===== src/rtl/apes_stim_pkg.sv =====
// ----------------------------------------------------------------------------
// apes_stim_pkg : shared state encoding and timing constants for stim_sequencer
// Rev 1.0
// ----------------------------------------------------------------------------
`default_nettype none
`timescale 1ns/1ps

package apes_stim_pkg;

  localparam logic [2:0] ST_IDLE = 3'd0;
  localparam logic [2:0] ST_RUN  = 3'd1;
  localparam logic [2:0] ST_TAIL = 3'd2;
  localparam logic [2:0] ST_GAP  = 3'd3;
  localparam logic [2:0] ST_FIN  = 3'd4;

  typedef enum logic [2:0] {
    S_IDLE = ST_IDLE,
    S_RUN  = ST_RUN,
    S_TAIL = ST_TAIL,
    S_GAP  = ST_GAP,
    S_FIN  = ST_FIN
  } stim_state_e;

  localparam int DEF_TO_CYCLES = 600;

  // Test-pulse repetition period; the timeout must be longer than this.
  localparam int STIM_PERIOD = 256;

endpackage

`default_nettype wire


===== src/rtl/stim_edge_timer.sv =====
// ----------------------------------------------------------------------------
// stim_edge_timer : stim_fb rise detector and saturating no-edge timeout counter
// Rev 1.0
// ----------------------------------------------------------------------------
`default_nettype none
`timescale 1ns/1ps

module stim_edge_timer
  import apes_stim_pkg::*;
#(
  parameter int TO_CYCLES = DEF_TO_CYCLES
) (
  input  logic clk50,
  input  logic rst_n,
  input  logic fb_i,
  input  logic en_i,
  output logic rise_o,
  output logic expired_o
);

  localparam int              TW      = $clog2(TO_CYCLES + 1);
  localparam logic [TW-1:0]   TO_MAX  = TW'(TO_CYCLES);
  localparam logic [TW-1:0]   TO_LAST = TW'(TO_CYCLES - 1);
  localparam logic [TW-1:0]   ONE     = TW'(1);

  logic          fb_q;
  logic [TW-1:0] cnt_q;
  logic [TW-1:0] cnt_d;

  assign rise_o = fb_i & ~fb_q;

  always_comb begin
    cnt_d = cnt_q;
    if (!en_i || rise_o) begin
      cnt_d = '0;
    end else if (cnt_q != TO_MAX) begin
      cnt_d = cnt_q + ONE;
    end
  end

  // Fires on the clock that completes TO_CYCLES edge-free clocks while enabled.
  assign expired_o = en_i & ~rise_o & (cnt_q >= TO_LAST);

  always_ff @(posedge clk50 or negedge rst_n) begin
    if (!rst_n) begin
      fb_q  <= 1'b0;
      cnt_q <= '0;
    end else begin
      fb_q  <= fb_i;
      cnt_q <= cnt_d;
    end
  end

endmodule

`default_nettype wire


===== src/rtl/stim_sequencer.sv =====
// ----------------------------------------------------------------------------
// stim_sequencer : burst/run controller for the ASIC test-pulse generator
// Rev 1.0
// ----------------------------------------------------------------------------
`default_nettype none
`timescale 1ns/1ps

module stim_sequencer
  import apes_stim_pkg::*;
#(
  parameter int CNT_W     = 16,
  parameter int BURST_W   = 8,
  parameter int TO_CYCLES = DEF_TO_CYCLES
) (
  input  logic               clk50,
  input  logic               rst_n,
  input  logic               start,
  input  logic               abort,
  input  logic [CNT_W-1:0]   cfg_pulses,
  input  logic [CNT_W-1:0]   cfg_gap,
  input  logic [BURST_W-1:0] cfg_bursts,
  input  logic               stim_fb,
  output logic               stim_en,
  output logic               busy,
  output logic               done,
  output logic               aborted,
  output logic               timeout_err,
  output logic [CNT_W-1:0]   pulse_cnt,
  output logic [BURST_W-1:0] burst_cnt
);

  localparam logic [CNT_W-1:0]   CNT_ONE   = CNT_W'(1);
  localparam logic [BURST_W-1:0] BURST_ONE = BURST_W'(1);

  stim_state_e        state_q,       state_d;
  logic [CNT_W-1:0]   pulses_q,      pulses_d;
  logic [CNT_W-1:0]   gap_cfg_q,     gap_cfg_d;
  logic [BURST_W-1:0] bursts_q,      bursts_d;
  logic [CNT_W-1:0]   pulse_cnt_q,   pulse_cnt_d;
  logic [BURST_W-1:0] burst_cnt_q,   burst_cnt_d;
  logic [CNT_W-1:0]   gap_cnt_q,     gap_cnt_d;
  logic               timeout_err_q, timeout_err_d;
  logic               done_q,        done_d;
  logic               aborted_q,     aborted_d;

  logic w_run;
  logic w_rise;
  logic w_expired;

  assign w_run = (state_q == S_RUN);

  stim_edge_timer #(
    .TO_CYCLES (TO_CYCLES)
  ) u_edge_timer (
    .clk50     (clk50),
    .rst_n     (rst_n),
    .fb_i      (stim_fb),
    .en_i      (w_run),
    .rise_o    (w_rise),
    .expired_o (w_expired)
  );

  always_comb begin
    state_d       = state_q;
    pulses_d      = pulses_q;
    gap_cfg_d     = gap_cfg_q;
    bursts_d      = bursts_q;
    pulse_cnt_d   = pulse_cnt_q;
    burst_cnt_d   = burst_cnt_q;
    gap_cnt_d     = gap_cnt_q;
    timeout_err_d = timeout_err_q;
    done_d        = 1'b0;
    aborted_d     = 1'b0;

    // Abort outranks everything, including a burst finishing on the same clock.
    if (abort && (state_q != S_IDLE)) begin
      state_d   = S_IDLE;
      aborted_d = 1'b1;
    end else begin
      case (state_q)
        S_IDLE: begin
          if (start && !abort) begin
            pulses_d      = cfg_pulses;
            gap_cfg_d     = cfg_gap;
            bursts_d      = cfg_bursts;
            pulse_cnt_d   = '0;
            burst_cnt_d   = '0;
            gap_cnt_d     = '0;
            timeout_err_d = 1'b0;
            if ((cfg_pulses == '0) || (cfg_bursts == '0)) begin
              state_d = S_FIN;
            end else begin
              state_d = S_RUN;
            end
          end
        end

        S_RUN: begin
          if (w_rise) begin
            pulse_cnt_d = pulse_cnt_q + CNT_ONE;
            if (pulse_cnt_q == (pulses_q - CNT_ONE)) begin
              state_d = S_TAIL;
            end
          end else if (w_expired) begin
            state_d       = S_IDLE;
            timeout_err_d = 1'b1;
            aborted_d     = 1'b1;
          end
        end

        S_TAIL: begin
          if (!stim_fb) begin
            burst_cnt_d = burst_cnt_q + BURST_ONE;
            if ((burst_cnt_q + BURST_ONE) == bursts_q) begin
              state_d = S_FIN;
            end else begin
              state_d   = S_GAP;
              gap_cnt_d = gap_cfg_q;
            end
          end
        end

        S_GAP: begin
          if (gap_cnt_q == '0) begin
            pulse_cnt_d = '0;
            state_d     = S_RUN;
          end else begin
            gap_cnt_d = gap_cnt_q - CNT_ONE;
          end
        end

        // Two clocks: the first arms done, the second shows it and leaves.
        S_FIN: begin
          if (done_q) begin
            state_d = S_IDLE;
          end else begin
            done_d = 1'b1;
          end
        end

        default: begin
          state_d = S_IDLE;
        end
      endcase
    end
  end

  always_ff @(posedge clk50 or negedge rst_n) begin
    if (!rst_n) begin
      state_q       <= S_IDLE;
      pulses_q      <= '0;
      gap_cfg_q     <= '0;
      bursts_q      <= '0;
      pulse_cnt_q   <= '0;
      burst_cnt_q   <= '0;
      gap_cnt_q     <= '0;
      timeout_err_q <= 1'b0;
      done_q        <= 1'b0;
      aborted_q     <= 1'b0;
    end else begin
      state_q       <= state_d;
      pulses_q      <= pulses_d;
      gap_cfg_q     <= gap_cfg_d;
      bursts_q      <= bursts_d;
      pulse_cnt_q   <= pulse_cnt_d;
      burst_cnt_q   <= burst_cnt_d;
      gap_cnt_q     <= gap_cnt_d;
      timeout_err_q <= timeout_err_d;
      done_q        <= done_d;
      aborted_q     <= aborted_d;
    end
  end

  // Decoded from state so an asynchronous reset drops stim_en without a clock.
  assign stim_en     = (state_q == S_RUN) || (state_q == S_TAIL);
  assign busy        = (state_q != S_IDLE);
  assign done        = done_q;
  assign aborted     = aborted_q;
  assign timeout_err = timeout_err_q;
  assign pulse_cnt   = pulse_cnt_q;
  assign burst_cnt   = burst_cnt_q;

endmodule

`default_nettype wire


===== config.mk =====
export PLATFORM = sky130hd
export DESIGN_NAME = stim_sequencer
export DESIGN_NICKNAME = d
export VERILOG_FILES = /design/src/rtl/apes_stim_pkg.sv /design/src/rtl/stim_edge_timer.sv /design/src/rtl/stim_sequencer.sv
export SDC_FILE = /design/constraint.sdc
export NUM_CORES = 1
export LEC_CHECK = 0
export BUFFER_PORTS_ARGS = -buffer_cell sky130_fd_sc_hd__buf_2
export CAP_MARGIN = 15
export CORE_MARGIN = 2
export CORE_UTILIZATION = 53
export CTS_CLUSTER_DIAMETER = 60
export DETAILED_ROUTE_END_ITERATION = 10
export HOLD_SLACK_MARGIN = 0.02
export PLACE_DENSITY = 0.77
export SKIP_CTS_REPAIR_TIMING = 1
export SYNTH_ARGS = -nofsm -noshare
export SYNTH_HDL_FRONTEND = slang
export SYNTH_SLANG_ARGS = --single-unit

===== constraint.sdc =====
create_clock -name clk50 -period 2.6 [get_ports clk50]
set_input_delay 0.26 -clock clk50 [delete_from_list [all_inputs] [get_ports clk50]]
set_output_delay 0.26 -clock clk50 [all_outputs]
set_load 0.01 [all_outputs]

== Word level (Yosys, flattened, before mapping) ==
Index checks and enable logic that the tools add are counted.
Cells by class
  add/subtract/negate cells: 5
  multipliers: 0
  div/mod/pow operators: 0
  $lt $le $gt $ge: 1
  equal/unequal tests: 21
  shifts and indexed selects: 0
  multiplexer cells: 35
  bitwise logic cells: 6
  reductions and logical operators: 23
Operators by type and width (number)
  two-way mux 16 bit: 6
  one-hot mux 16 bit (3 select lines): 2
  logical NOT 16 bit: 2
  subtractor 16 x 1 -> 16 bit (second input constant): 2
  two-way mux 3 bit: 10
  two-way mux 10 bit: 2
  adder 16 x 1 -> 16 bit (second input constant): 1
  == test 16 bit: 1
  two-way mux 8 bit: 2
  inequality test 2 bit (second input constant): 8
  one-hot mux 8 bit (2 select lines): 1
  one-hot mux 3 bit (5 select lines): 1
  inequality test 3 bit (second input constant): 4
  AND reduction 6 bit: 2
  adder 10 x 1 -> 10 bit (second input constant): 1
  >= comparator 10 bit (second input constant): 1
  two-way mux 1 bit: 10
  inequality test 10 bit (second input constant): 1
  AND reduction 5 bit: 2
  nonzero test 3 bit: 3
  adder 8 x 1 -> 8 bit (second input constant): 1
  == test 8 bit: 1
  logical NOT 8 bit: 1
  inequality test 4 bit (second input constant): 2
  13 further kinds: 24
Storage, ports and cells
  register bits: 97
  latch bits: 0
  RAM bits: 0
  ROM bits: 0
  bits of input ports: 45
  output and inout port bits: 29
  word-level logic and storage cells: 103
  memories: 0

== Longest topological paths before layout ==
Gate-level depths: netlist (run 1).
  depth in word-level cells: 9
  mapped depth: 12
  gate-level depth less buffers: 10

== Cells and area by module ==
Synthesis (run 1) repeated with hierarchy kept, for this count alone.
Unflattened totals
  cells, all modules: 579
  area total of the unflattened synthesis: 5512.8 sq um
Modules (own cells, without submodules)
  stim_sequencer: instances 1, cells each 513, area each 4867.2 sq um, sequential area each 2152.1 sq um
  stim_edge_timer: instances 1, cells each 66, area each 645.6 sq um, sequential area each 275.3 sq um

== Worst setup path after synthesis (run 1) ==
Ideal clock, no wire load.
  kind: flip-flop to flip-flop
  start: reg pulses_q[0]
  end: reg state_q[0]
  data arrival time: 2688 ps
  data required time: 2475 ps
  setup slack: -213 ps
  cell stages (with the launch flop): 12
  period minus slack after synthesis: 2813 ps
  path through: dfrtp_1 -> inv_1 -> ha_1 -> buf_6 -> or3b_2 -> or4_1 -> o21ai_1 -> o211ai_1 -> nor4_1 -> nand4b_1 -> o22ai_1 -> mux2_2
Between the ends
  longest elaborated chain between the ends: 4
Ends and longest elaborated chain
  start: declaration: line stim_sequencer.sv:36  | logic [CNT_W-1:0] pulses_q, pulses_d;
  start signal: assignment: line stim_sequencer.sv:162  | pulses_q <= pulses_d;
  subtractor 16 x 1 -> 16 bit: line stim_sequencer.sv:101  | if (pulse_cnt_q == (pulses_q - CNT_ONE)) begin
  == test 16 bit: line stim_sequencer.sv:101
  inequality test 4 bit (no source line)
  AND reduction 6 bit (no source line)
  end signal: assignment: line stim_sequencer.sv:161  | state_q <= state_d;
  end: declaration: line stim_sequencer.sv:35  | stim_state_e state_q, state_d;
No other way between the ends.
A chain may end at the register's enable or synchronous reset.

== Worst setup path after layout (run 1) ==
  start: reg pulses_q[7]
  end: reg state_q[1]
The elaborated chain is that of the path after synthesis.

==> results.py, run 1 <==
metrics = {
    "worst_setup_path": {
        "cp-start-kind": "flop",
        "r2r_end": "state_q[1]",
        "reg2reg_slack_ps": -200,
        "cp.depth": 9,
        "worstPathMaxFanout": 3,
        "reg2regPathDepth": 9,
        "crit_slowest_cell": "or4_4",
        "crit_start": "pulses_q[7]",
        "cp_num_buf_inv": 1,
        "cpMostUsedCell": "or4_4",
        "reg2reg_from": "pulses_q[7]",
        "worstPathArrival_ps": 3100,
        "critical-path-top-delay-family": "simple AND/OR/NAND/NOR gates",
        "crit_type": "reg2reg",
        "required_ps": 2900,
        "cp-end-kind": "flop",
        "path_cells": "or4_4, or4_4, nand3_2, o31ai_1, nor4_2, nand4b_1, buf_4, a221o_1, o21ai_2",
        "critPathMaxStageDelay_ps": 550,
        "crit_path_end": "state_q[1]",
    },
    "final_layout": {
        "fin_area_um2": 6550,
        "nets": 741,
        "antennaDiodeCount": 0,
        "utilization_pct": 63.7,
        "drive_gt1_share_pct": 28.3,
        "n_fill_cell": 900,
        "syn2layout_area_growth_pct": 17.8,
    },
    "timing": {
        "setup_viol": 2,
        "maxSlewHeadroom_pct": 62.8,
        "final.setup_skew_ps": 8.78,
        "drv_slew": 0,
        "fin_crit_ps": 2800,
        "layout_setup_ws_ps": -196,
        "fmax_ghz": 0.358,
        "worstMarginPinSlew_ps": 558,
        "finalHoldViolCount": 0,
        "min_period_over_period_pct": 108,
        "timing.hold.ws_ps": 92.9,
        "rsz0062_at_grt": "true",
    },
    "logic_synthesis": {
        "synthCells": 595,
        "synth.avg_cell_area_um2": 9.35,
        "synth_edf_count": 0,
        "synthArstFlopShare_pct": 100,
        "postSynthNetCount": 646,
        "netlist_area_um2": 5560,
        "yosysSeqAreaShare_pct": 43.7,
        "ys.warnings.count": 0,
        "yosysUniqueCellTypes": 65,
        "ys_ff_latch": 97,
        "synth-main-ff-cell": "dfrtp_1",
    },
    "placement": {
        "place_area_um2": 6220,
        "port_buffers": 73,
        "place_congestion": 0.929,
        "preCtsSetupSlack_ps": -269,
        "hpwl_mm": 10.3,
    },
    "global_routing": {
        "grt_pass1_wl_mm": 22.8,
        "grt_pass1_vias": 4845,
        "grtUsageTotal_pct": 25.3,
        "antenna_found_initial": 1,
        "grt_max_degree": 58,
        "overflow": 0,
    },
    "job": {
        "max_cap_violations": 0,
    },
    "floorplan": {
        "fp-row-count": 37,
        "start_util_pct": 54.1,
        "core_area_um2": 10300,
        "dieHeight_um": 106,
        "fp.dieArea_um2": 11300,
        "ios": 74,
        "die_w_um": 106,
    },
    "detailed_routing": {
        "drcViolationCount": 0,
        "firstDrtPassIters": 5,
        "vias": 4974,
        "antenna_left": 0,
        "routedWlPerCell_um": 17.0,
        "drt_iter0_drc": 294,
        "via_per_inst": 5.99,
        "drt-total-wl_mm": 14.1,
    },
    "min_path": {
        "hold_path_class": "in2reg",
    },
    "clock_tree": {
        "cts_tree": "yes",
        "clockRootBuffer": "clkbuf_8",
        "clock_sink_count": 97,
        "cts_buffer_depth": 2,
        "clk_latency_ps": 370,
        "clk_pin_slew_ps": 100,
        "cts_buffers": 9,
        "ctsHtreeMaxLevel": 3,
    },
    "pwr": {
        "fin_total_pwr_mw": 5.94,
        "p_leak_nw": 2.90,
        "pwr_density_cell_nw_per_um2": 907,
        "vdd_drop_max_mv": 0.384,
    },
    "run_status": {
        "status": "complete, but fails checks",
        "failed_checks": "negative setup slack",
    },
}
cell families (layout without fill, tap and decap cells):
| family | Yosys count | in the layout | share of synthesized area [%] |
|---|---|---|---|
| simple gates | 229 | 229 | 21.2 |
| compound gates | 136 | 136 | 14.8 |
| flops | 97 | 97 | 43.7 |
| buf+inv | 45 | 145 | 4.19 |
| mux | 43 | 43 | 8.69 |
| xor+xnor | 39 | 39 | 6.14 |
| fa+ha+maj | 6 | 6 | 1.35 |
per-stage QoR:
step / cells / setup TNS (ps)
5_1_grt: 831 / -581
3_5_place_dp: 811 / -406
6_report: 831 / -346
3_3_place_gp: 811 / -230
4_1_cts: 827 / -440
2_1_floorplan: 595 / -110
power by group:
part | leakage, nW | internal (mW) | total [mW] | switching (mW)
logic | 1.54 | 1.21 | 2.57 | 1.37
registers | 1.25 | 1.94 | 2.32 | 0.385
clock network | 0.110 | 0.503 | 1.05 | 0.543
total | 2.90 | 3.65 | 5.94 | 2.30
worst min path at each step:
stage	start	end	slack, ps	cells past startpoint
2_1_floorplan	rst_n	aborted	-40	0
3_3_place_gp	rst_n	pulse_cnt[10]	270	1
3_5_place_dp	rst_n	pulse_cnt[11]	280	1
4_1_cts	rst_n	pulse_cnt[11]	-130	1
5_1_grt	stim_fb	u_edge_timer.fb_q	80	1
6_report	stim_fb	u_edge_timer.fb_q	90	1
Yosys cell counts (4+ instances only):
library cell  instances  area (µm²)
dfrtp_1              97        2430
nor2_1               60         225
o21ai_0              52         260
mux2_2               42         473
nand2_1              42         158
a21oi_1              33         165
xor2_1               25         219
nand3_1              22         110
nor3_1               22         110
inv_1                17        63.8
nor4_1               15        93.8
xnor2_1              14         123
clkbuf_1             11        41.3
nand4_1               9        56.3
a31oi_1               8        50.1
and3_1                8        50.1
or3_1                 8        50.1
nand2b_1              7        43.8
ha_1                  6        75.1
nand3b_1              6        45.0
a22oi_1               5        37.5
buf_1                 5        18.8
nor3b_1               5        37.5
and4_1                4        35.0
buf_6                 4        45.0
nor2b_1               4        25.0
o31ai_1               4        30.0
placed cells by master (no fill, tap or decap), types with 11 or more instances in the layout:
cell	synthesis	layout
dfrtp_1	97	96
nor2_1	60	60
nor3_1	22	21
inv_1	17	17
mux2_2	42	42
nand2_1	42	42
nor4_1	15	12
xnor2_1	14	14
xor2_1	25	25
buf_4	0	37
nand3_1	22	20
buf_2	3	72
o21ai_0	52	52
a21oi_1	33	32
clkbuf_8	2	11
state kept, by name (all words and copies together), names as in the netlist:
signal,count
gap_cfg_q,16
gap_cnt_q,16
pulse_cnt,16
pulses_q,16
u_edge_timer.cnt_q,10
burst_cnt,8
bursts_q,8
state_q,3
aborted,1
done,1
timeout_err,1
u_edge_timer.fb_q,1
final cells by class:
class	instances	area (µm²)	area share [%]
clock inverter	5	61.3	0.936
sequential	97	2430	37.1
tap	136	170	2.60
timing repair buffer	112	688	10.5
inverter	17	63.8	0.974
clock buffer	11	151	2.31
multi-input combinational	453	2990	45.6
layer usage:
layer  up-vias  track usage, %  routed length (µm)
li1       2348               -                   -
met1      2413            32.6                6120
met2       180            42.7                6850
met3        33            3.07                 742
met4         0            11.2                 392
met5         -               0                   0
(Power assumes the default switching activity.)
==> inputs of run 2 (changes only) <==
- CORE_UTILIZATION: 53 -> 54
- CTS_BUF_LIST: not set -> sky130_fd_sc_hd__clkbuf_8
- PLACE_DENSITY: 0.77 -> 0.78
==> run 2 against run 1 <==
  * The run still ends with negative setup slack left
  * Worst hold slack lost 17 ps
  * Non-clock buffer count shrank 4
  * Cell count shrank 0.48%
  * Largest cell class unchanged
  * Highest routed layer unchanged
==> results.py, run 2 (synthesized netlist as in run 1, its figures left out) <==
metrics = {
    "run_status": {
        "status": "complete, but fails checks",
        "failed_checks": "negative setup slack",
    },
    "final_layout": {
        "regArea_um2": 2430,
        "multiInputGateArea_um2": 2970,
        "final_cell_mix": "96 x dfrtp_1, 72 x buf_2, 60 x nor2_1",
        "utilization_pct": 64.0,
        "n_fill_cell": 842,
        "nets": 737,
        "syn2layout_area_growth_pct": 16.7,
        "drive_gt1_share_pct": 26.9,
        "fin_area_um2": 6490,
        "layout_commonest_cell": "dfrtp_1",
        "antennaDiodeCount": 0,
    },
    "detailed_routing": {
        "firstDrtPassIters": 5,
        "drt-total-wl_mm": 13.6,
        "vias": 4884,
        "routedWlPerCell_um": 16.4,
        "drcViolationCount": 0,
        "drt_iter0_drc": 350,
        "via_per_inst": 5.91,
        "antenna_left": 0,
    },
    "pwr": {
        "pwr_density_cell_nw_per_um2": 905,
        "switching_share_pct": 38.6,
        "vdd_drop_max_mv": 0.361,
        "p_int_mw": 3.60,
        "p_leak_nw": 2.87,
        "fin_total_pwr_mw": 5.87,
        "p_seq_share_pct": 40.1,
        "switchingPower_mw": 2.27,
        "pwr-share-comb_pct": 42.5,
        "clockPowerShare_pct": 17.4,
    },
    "timing": {
        "fmax_ghz": 0.368,
        "timing.hold.ws_ps": 76.0,
        "layout_setup_ws_ps": -119,
        "final.setup_skew_ps": 10.3,
        "rsz0062_at_grt": "true",
        "fin_crit_ps": 2720,
        "setup_viol": 2,
        "finalHoldViolCount": 0,
        "maxSlewHeadroom_pct": 60.2,
        "min_period_over_period_pct": 105,
        "worstMarginPinSlew_ps": 596,
        "drv_slew": 0,
    },
    "clock_tree": {
        "clk_latency_ps": 370,
        "clk_pin_slew_ps": 100,
        "clockRootBuffer": "clkbuf_8",
        "clock_sink_count": 97,
        "cts_buffer_depth": 2,
        "cts_tree": "yes",
        "ctsHtreeMaxLevel": 3,
        "cts_buffers": 9,
    },
    "placement": {
        "preCtsSetupSlack_ps": -218,
        "place_congestion": 0.876,
        "hpwl_mm": 9.89,
        "port_buffers": 73,
        "place_area_um2": 6210,
    },
    "floorplan": {
        "die_w_um": 105,
        "fp-row-count": 37,
        "dieHeight_um": 105,
        "start_util_pct": 54.8,
        "core_area_um2": 10100,
        "ios": 74,
        "fp.dieArea_um2": 11100,
    },
    "global_routing": {
        "overflow": 0,
        "met2_usage_pct": 43.2,
        "grtUsageMet1_pct": 32.6,
        "grt_pass1_wl_mm": 22.8,
        "antenna_found_initial": 0,
        "grtUsageMet3_pct": 3.65,
        "grtUsageTotal_pct": 25.3,
        "grt_max_degree": 52,
        "grt_pass1_vias": 4808,
        "busiest_layer": "met2",
    },
    "worst_setup_path": {
        "cp-end-kind": "flop",
        "reg2reg_from": "pulses_q[0]",
        "crit_type": "reg2reg",
        "worstPathArrival_ps": 2980,
        "reg2regPathDepth": 8,
        "r2r_end": "state_q[0]",
        "worstPathMaxFanout": 6,
        "reg2reg_slack_ps": -120,
        "required_ps": 2860,
        "cp-start-kind": "flop",
    },
    "min_path": {
        "hp-start": "stim_fb",
        "hold_path_depth": 1,
        "holdPathEnd": "u_edge_timer.fb_q",
        "hold_path_class": "in2reg",
    },
    "job": {
        "max_cap_violations": 0,
    },
}
## run 2: worst max path at each step
stage / start / endpoint / slack (ps) / cells past startpoint
2_1_floorplan: pulses_q[0] / state_q[0] / -100 / 11
3_3_place_gp: pulses_q[4] / state_q[0] / -140 / 8
3_5_place_dp: pulses_q[0] / state_q[0] / -220 / 10
4_1_cts: pulses_q[0] / state_q[0] / -260 / 10
5_1_grt: pulses_q[0] / state_q[0] / -250 / 8
6_report: pulses_q[0] / state_q[0] / -120 / 8
## run 2: per-layer routing
layer	share of wire, %	vias up
li1	-	2338
met1	43	2354
met2	49	161
met3	5.0	31
met4	2.6	0
met5	0	-
## run 2: cell type report
cell class / instances / share of cell area (%)
Timing Repair Buffer: 108 / 10.1
Tap cell: 136 / 2.62
Sequential cell: 97 / 37.4
Clock inverter: 6 / 1.02
Multi-Input combinational cell: 453 / 45.7
Inverter: 17 / 0.983
Clock buffer: 10 / 2.12
## run 2: metrics by stage
stage               setup TNS (ps)  instances
detailed placement            -341        809
global placement              -179        809
floorplan                     -110        595
CTS                           -412        825
finish                        -134        827
global route                 -1150        827
## run 2: worst max-delay path, cell delays in order (launching register included)
cell and delay, ps:
dfrtp_1 430, or4_4 550, buf_4 180, nor4_1 330, a21oi_1 110, nor4_2 310
nand4b_1 210, o22ai_2 170, mux2_4 310
## run 2: power groups by stage
stage | clock [mW] | sequential, mW | combinational (mW)
3_3_place_gp | 0 | 2.34 | 2.30
6_report | 1.02 | 2.36 | 2.49
4_1_cts | 1.04 | 2.34 | 2.40
2_1_floorplan | 0 | 2.24 | 1.72
5_1_grt | 1.11 | 2.41 | 2.76
3_5_place_dp | 0 | 2.36 | 2.39
==> inputs of run 3 (changes only) <==
- CORE_ASPECT_RATIO: not set -> 1.1
- CORE_UTILIZATION: 54 -> 55
- PLACE_DENSITY: 0.78 -> 0.77
- clock period: 2.6 -> 3.5 ns (I/O delays scaled with it)
==> run 3 against run 2 <==
  * The flow now finishes without violations
  * Highest routed layer unchanged
  * Critical path depth grew 2
  * Non-clock buffer count shrank 27
  * First-iteration DRC count shrank 27%
  * Critical endpoint unchanged
  * Routed wire length shrank 4.0%
  * Global-route usage shrank 0.53 points
  * Clock-buffer cell count is the same
==> results.py, run 3 (synthesized netlist as in run 1, its figures left out) <==
metrics = {
    "placement": {
        "preCtsSetupSlack_ps": 308,
        "place_area_um2": 5970,
        "place_congestion": 0.943,
        "hpwl_mm": 9.56,
        "port_buffers": 73,
    },
    "pwr": {
        "pwr_density_cell_nw_per_um2": 658,
        "p_leak_nw": 2.71,
        "p_seq_share_pct": 44.5,
        "switchingPower_mw": 1.58,
        "clockPowerShare_pct": 18.0,
        "switching_share_pct": 39.0,
        "pwr-share-comb_pct": 37.4,
        "p_int_mw": 2.48,
        "vdd_drop_max_mv": 0.326,
    },
    "worst_setup_path": {
        "cp-start-kind": "flop",
        "worstPathMaxFanout": 10,
        "critical-path-top-delay-family": "simple AND/OR/NAND/NOR gates",
        "reg2regPathDepth": 10,
        "path_cells": "inv_1, ha_1, or3b_2, or4_1, o21ai_1, o211ai_1, nor4_1, nand4b_1, o22ai_1, mux2_2",
        "crit_slowest_cell": "or3b_2",
        "reg2reg_slack_ps": 270,
        "crit_type": "reg2reg",
        "cp_num_buf_inv": 1,
        "worstPathArrival_ps": 3490,
        "cp-end-kind": "flop",
        "r2r_end": "state_q[0]",
        "critPathMaxStageDelay_ps": 540,
        "required_ps": 3760,
        "reg2reg_from": "pulses_q[0]",
    },
    "final_layout": {
        "layout_commonest_cell": "dfrtp_1",
        "antennaDiodeCount": 0,
        "drive_gt1_share_pct": 22.5,
        "syn2layout_area_growth_pct": 10.9,
        "nets": 710,
        "utilization_pct": 62.7,
        "fin_area_um2": 6170,
        "final_cell_mix": "97 x dfrtp_1, 72 x buf_2, 60 x nor2_1",
    },
    "timing": {
        "fmax_ghz": 0.310,
        "setup_viol": 0,
        "finalHoldViolCount": 0,
        "rsz0062_at_grt": "false",
        "timing.hold.ws_ps": 69.7,
        "worstMarginPinSlew_ps": 849,
        "layout_setup_ws_ps": 270,
        "maxSlewHeadroom_pct": 43.4,
        "min_period_over_period_pct": 92.3,
        "setup_tns_ps": 0,
        "fin_crit_ps": 3230,
        "drv_slew": 0,
        "final.setup_skew_ps": 11.8,
    },
    "detailed_routing": {
        "drcViolationCount": 0,
        "drt-total-wl_mm": 13.1,
        "vias": 4708,
        "antenna_left": 0,
        "routedWlPerCell_um": 16.7,
        "firstDrtPassIters": 5,
        "drt_iter0_drc": 255,
        "via_per_inst": 6.01,
    },
    "global_routing": {
        "grtUsageTotal_pct": 24.8,
        "grt_pass1_vias": 4494,
        "overflow": 0,
        "grt_pass1_wl_mm": 21.5,
        "antenna_found_initial": 0,
        "grt_max_degree": 68,
    },
    "clock_tree": {
        "cts_buffers": 9,
        "ctsHtreeMaxLevel": 3,
        "cts_tree": "yes",
        "cts_buffer_depth": 2,
        "clk_latency_ps": 370,
        "clk_pin_slew_ps": 90,
        "clockRootBuffer": "clkbuf_8",
        "clock_sink_count": 97,
    },
    "floorplan": {
        "core_area_um2": 9840,
        "start_util_pct": 56.5,
        "die_w_um": 99.9,
        "dieHeight_um": 109,
        "fp.dieArea_um2": 10900,
        "ios": 74,
        "fp-row-count": 38,
    },
    "job": {
        "max_cap_violations": 0,
    },
    "min_path": {
        "hold_path_class": "in2async",
    },
    "run_status": {
        "status": "finished clean",
    },
}
-- run 3: cell count changes in the layout (fill, tap and decap cells not counted), sizes merged --
cell	before	now
buf	107	81
clkinv	1	3
inv	19	17
clkinvlp	2	1
dlygate4sd3	1	0
-- run 3: worst max path at each step --
stage,depth (start not counted),slack [ps],to,from
floorplan,11,690,state_q[0],pulses_q[0]
detailed placement,10,310,state_q[0],pulses_q[0]
global route,10,70,state_q[0],pulses_q[0]
finish,10,270,state_q[0],pulses_q[0]
CTS,10,290,state_q[0],pulses_q[0]
global placement,10,400,state_q[0],pulses_q[0]
-- run 3: metal layers --
metal  track usage, %  share of wire, %  vias up
met5                0                 0        -
met4             8.71               2.3        0
met3             3.94               4.7       24
met2             42.1                48      129
met1             32.4                45     2271
li1                 -                 -     2284
-- run 3: power groups by stage --
stage | clock network (mW) | registers, mW | logic, mW
5_1_grt | 0.799 | 1.86 | 1.69
2_1_floorplan | 0 | 1.67 | 1.27
4_1_cts | 0.751 | 1.80 | 1.52
6_report | 0.731 | 1.81 | 1.52
3_5_place_dp | 0 | 1.82 | 1.51
3_3_place_gp | 0 | 1.81 | 1.47
-- run 3: metrics by stage --
stage	total power, mW	cells
after detailed placement	3.34	768
after CTS	4.07	783
after floorplan	2.94	595
after global routing	4.35	783
after global placement	3.27	768
final	4.06	783
-- run 3: layout make-up --
cell class / instances / area [µm²]
Fill cell: 841 / 3670
Clock inverter: 5 / 56.3
Sequential cell: 97 / 2430
Timing Repair Buffer: 81 / 428
Inverter: 17 / 63.8
Tap cell: 120 / 150
Multi-Input combinational cell: 453 / 2910
Clock buffer: 10 / 138
